===== src/rtl/counter_pkg.sv =====
// Types and constants shared by the up counter and the countdown timer.
package counter_pkg;

   localparam int unsigned WIDTH_DEF = 4;

   // 2'd3 is unreachable; the timer recovers from it to IDLE.
   typedef enum logic [1:0] {
      IDLE = 2'd0,
      RUN  = 2'd1,
      DONE = 2'd2
   } state_e;

endpackage


===== src/rtl/countdown_step.sv =====
// Saturating subtract of one decrement step, with an underflow (expiry) flag.
module countdown_step
   import counter_pkg::*;
#(
   parameter int unsigned WIDTH_P = WIDTH_DEF
) (
   input  logic [WIDTH_P-1:0] val_i,
   input  logic [WIDTH_P-1:0] dec_i,
   output logic [WIDTH_P-1:0] next_val_o,
   output logic               underflow_o
);

   // Compare before subtracting so the result never wraps.
   always_comb begin
      next_val_o  = '0;
      underflow_o = 1'b0;
      if (val_i > dec_i) begin
         next_val_o = val_i - dec_i;
      end
      underflow_o = (val_i <= dec_i) && (dec_i != '0);
   end

endmodule


===== src/rtl/countdown_timer.sv =====
// Down counter with programmable step, expiry pulse and optional auto-reload.
module countdown_timer
   import counter_pkg::*;
#(
   parameter int unsigned WIDTH_P = WIDTH_DEF
) (
   input  logic               clk,
   input  logic               reset,
   input  logic               load,
   input  logic [WIDTH_P-1:0] load_val,
   input  logic [WIDTH_P-1:0] dec,
   input  logic               en,
   input  logic               clr,
   input  logic               auto_reload,
   output logic [WIDTH_P-1:0] val,
   output logic               non_zero,
   output logic               busy,
   output logic               expired
);

   logic [WIDTH_P-1:0] val_q;
   logic [WIDTH_P-1:0] reload_q;
   state_e             state_q;
   logic               expired_q;

   logic [WIDTH_P-1:0] val_d;
   logic               underflow;

   countdown_step #(
      .WIDTH_P (WIDTH_P)
   ) u_step (
      .val_i       (val_q),
      .dec_i       (dec),
      .next_val_o  (val_d),
      .underflow_o (underflow)
   );

   // Priority per edge: reset > clr > load > decrement.
   always_ff @(posedge clk) begin
      if (reset) begin
         val_q     <= '0;
         reload_q  <= '0;
         state_q   <= IDLE;
         expired_q <= 1'b0;
      end else if (clr) begin
         val_q     <= '0;
         state_q   <= IDLE;
         expired_q <= 1'b0;
      end else if (load) begin
         val_q     <= load_val;
         reload_q  <= load_val;
         state_q   <= (load_val != '0) ? RUN : IDLE;
         expired_q <= 1'b0;
      end else begin
         expired_q <= 1'b0;
         case (state_q)
            IDLE: ;
            RUN: begin
               if (en && underflow) begin
                  expired_q <= 1'b1;
                  if (auto_reload) begin
                     val_q <= reload_q;
                  end else begin
                     val_q   <= '0;
                     state_q <= DONE;
                  end
               end else if (en) begin
                  val_q <= val_d;
               end
            end
            DONE: val_q <= '0;
            default: state_q <= IDLE;
         endcase
      end
   end

   assign val      = val_q;
   assign non_zero = (val_q != '0);
   assign busy     = (state_q == RUN);
   assign expired  = expired_q;

endmodule


===== config.mk =====
export PLATFORM = sky130hd
export DESIGN_NAME = countdown_timer
export DESIGN_NICKNAME = d
export VERILOG_FILES = /design/src/rtl/counter_pkg.sv /design/src/rtl/countdown_step.sv /design/src/rtl/countdown_timer.sv
export SDC_FILE = /design/constraint.sdc
export NUM_CORES = 1
export LEC_CHECK = 0
export ABC_AREA = 1
export CAP_MARGIN = 25
export CORE_UTILIZATION = 42
export CTS_CLUSTER_SIZE = 14
export DETAILED_ROUTE_END_ITERATION = 10
export PLACE_DENSITY = 0.73
export RECOVER_POWER = 50
export SYNTH_ARGS = -nofsm -noshare
export SYNTH_HDL_FRONTEND = slang
export SYNTH_SLANG_ARGS = --single-unit

===== constraint.sdc =====
create_clock -name clk -period 1.9 [get_ports clk]
set_input_delay 0.57 -clock clk [delete_from_list [all_inputs] [get_ports clk]]
set_output_delay 0.57 -clock clk [all_outputs]
set_load 0.02 [all_outputs]

==> metrics.csv <==
metric,value,unit
outcome,"finished, final reports clean",
clock buffer depth,2,
Tightest Pin Transition,0.402,ns
net count of the finished layout,168,
Global Route Usage Sum,0.214,
Setup WS post-layout,0.0923,ns
pre-CTS setup slack,-0.508,ns
post-synthesis register bit count,11,
global placer's final weighted congestion,0.863,
starting utilization of the core area,0.456,
Peak supply drop,0.393,mV
antenna violation net count after detailed routing,0,
most frequent cells in the layout,"19 x sky130_fd_sc_hd__nand2_1, 17 x sky130_fd_sc_hd__inv_1, 12 x sky130_fd_sc_hd__nor2_1",
TritonCTS clock tree,built,
maximum fanout count along the critical path,8,
RSZ-0062 raised after global routing,false,
number of CTS-inserted buffers,3,
Highest Clock Rate,553,MHz
R2R Path End,val[2]$_SDFFE_PP0P_,
die area,2070,um2
final clock period utilization by the worst path,0.951,
worst hold path class,flip-flop to flip-flop,
"Hold Vio Cnt, Final",0,
count of antenna diodes in the layout,0,
Int Power,418,uW
synthesized net count,136,
Critical R2R Launch,val[0]$_SDFFE_PP0P_,
Sink Count,11,
Cell Pwr Density,545,nW/um2
net switching component of the power,205,uW
antenna violations before repair,0,
part of the power in registers,0.399,
area growth from synthesis to layout,43.7,%
post-synthesis cell count,117,
worst hold endpoint,reload_q[0]$_SDFFE_PP0P_,
Die X-Extent,45.5,um
global-route wire length before repair,3.22,mm
post-synthesis average cell area,6.80,um2
number of optimization iterations in the first detailed-route pass,4,
distinct cell type count after synthesis,23,
area of the core,1750,um2
Critical Path RT,2.11,ns
Worst Setup End Kind,flip-flop,
number of H-tree levels,1,
floorplan die height,45.5,um
Clock transition at path regs,0.08,ns
final clock skew,0.0100,ns
total power consumption of the routed design,623,uW
via/cell ratio,4.91,
proportion of synthesized chip area in sequential cells,0.277,
most common library cell in the layout ignoring fill and taps,sky130_fd_sc_hd__nand2_1,
cell leakage power,0.000541,uW
Std-Cell Rows,15,
share of power burned in combinational logic,0.337,
layout cells sized above 1,0.243,
wire per inst,11.8,um
Synth warnings,0,
worst r2r path cells,12,
"wirelength, routed",2.04,mm
worst-skew pair later-pin latency,0.28,ns
cell depth of the worst hold path,2,
Slew headroom,0.731,
post-detail-place hpwl,1.53,mm
vias in the first global route,759,
number of remaining DRC errors,0,
quantity of I/O buffers inserted on ports,20,
Post-CTS Setup Repair Bufs,0,
maximum number of pins on one net before global-route repair,9,
arrival time of the worst setup path,2.02,ns
category of the worst setup path launch point,input pin,
switching share of power,0.330,
Clk network pwr share,0.264,
Root Buffer,sky130_fd_sc_hd__clkbuf_4,
violation count after the first detailed-routing iteration,32,
reg2reg setup slack,0.12,ns
synthesized area,796,um2
start point of the worst min-delay path,reload_q[0]$_SDFFE_PP0P_,
final-report setup violation count,0,
aggregate global routing overflow,0,
final worst path period need,1.81,ns
boundary pin count,21,
critical path type,input pin to flip-flop,
number of pins with negative max-slew slack in the final report,0,
number of maximum-capacitance violations,0,
routed via count,850,
==> sequential cells by signal (all words and copies together) (netlist names) <==
signal    flops
expired       1
val           4
reload_q      4
state_q       2
==> timing repair <==
| item | 4_1_cts | 5_1_grt |
|---|---|---|
| hold buffers | 0 | 0 |
| gates resized for setup | 10 | 16 |
| setup endpoints to repair | 10 | 6 |
| pin swaps | 3 | 9 |
==> layer usage <==
metal / part of all wire / GRT usage
met5: 0 / 0
met4: 0 / 0.0364
met3: 0.076 / 0.0595
met2: 0.46 / 0.320
met1: 0.47 / 0.308
==> power groups by stage <==
stage / Sequential, uW / Combinational, uW / Clock [uW]
2_1_floorplan: 256 / 112 / 0
3_3_place_gp: 253 / 196 / 0
3_5_place_dp: 253 / 198 / 0
4_1_cts: 248 / 199 / 167
5_1_grt: 250 / 232 / 180
6_report: 249 / 210 / 164
==> worst max path at each step <==
stage                       from             endpoint  slack (ns)  cells past startpoint
after floorplan           dec[0]  val[2]$_SDFFE_PP0P_        0.07                     11
after global placement    dec[0]  val[2]$_SDFFE_PP0P_       -0.45                     12
after detailed placement  dec[0]  val[2]$_SDFFE_PP0P_       -0.51                     12
after CTS                 dec[2]  val[2]$_SDFFE_PP0P_       -0.01                     12
after global routing      dec[1]  val[2]$_SDFFE_PP0P_       0.008                     12
final                     dec[1]  val[2]$_SDFFE_PP0P_        0.09                     12
==> cell families after synthesis <==
logic type | after synthesis | share of synthesized area
AO/OA/AOI/OAI | 26 | 0.197
adder cells (fa/ha/maj) | 5 | 0.0881
buffers and inverters | 22 | 0.113
flip-flops | 11 | 0.277
AND/OR/NAND/NOR | 53 | 0.325
==> per-stage QoR <==
stage	TNS (ns)	instance area (um2)	cells	util	hold slack, ns
after floorplan	0	796	117	-	0.444
after global placement	-2.80	1080	169	0.616	0.466
after detailed placement	-3.19	1080	169	0.616	0.470
after CTS	-0.0118	1120	173	0.642	0.483
after global routing	0	1140	173	0.655	0.506
final	0	1140	173	0.655	0.485
==> Yosys cell counts (all sizes together) <==
cell type | count | area, um2
a211oi | 3 | 22.5
a21oi | 14 | 88.8
buf | 1 | 11.3
clkinv | 1 | 3.75
dfxtp | 11 | 220
fa | 1 | 20.0
ha | 4 | 50.1
inv | 20 | 75.1
nand2 | 24 | 105
nand3 | 10 | 62.6
nand3b | 2 | 15.0
nor2 | 15 | 61.3
nor4 | 1 | 6.26
o21ai | 9 | 45.0
or2 | 1 | 8.76
==> cell type report <==
class / count / area, um2
clock buffer: 4 / 26.3
fill: 169 / 602
inverter: 21 / 78.8
multi-input combinational: 84 / 537
sequential: 11 / 221
tap: 25 / 31.3
timing repair buffer: 28 / 249
==> critical path, cell delays in order <==
cell	delay, ns
sky130_fd_sc_hd__dlygate4sd2_1	0.28
sky130_fd_sc_hd__inv_1	0.06
sky130_fd_sc_hd__ha_1	0.33
sky130_fd_sc_hd__nand2_2	0.08
sky130_fd_sc_hd__clkinv_1	0.06
sky130_fd_sc_hd__nand2_2	0.09
sky130_fd_sc_hd__nand3_4	0.14
sky130_fd_sc_hd__nor2_2	0.11
sky130_fd_sc_hd__nand2_1	0.05
sky130_fd_sc_hd__nand2_1	0.05
sky130_fd_sc_hd__nand2_1	0.06
sky130_fd_sc_hd__a21oi_2	0.13
Note: power is estimated with default switching activity, not from simulation.
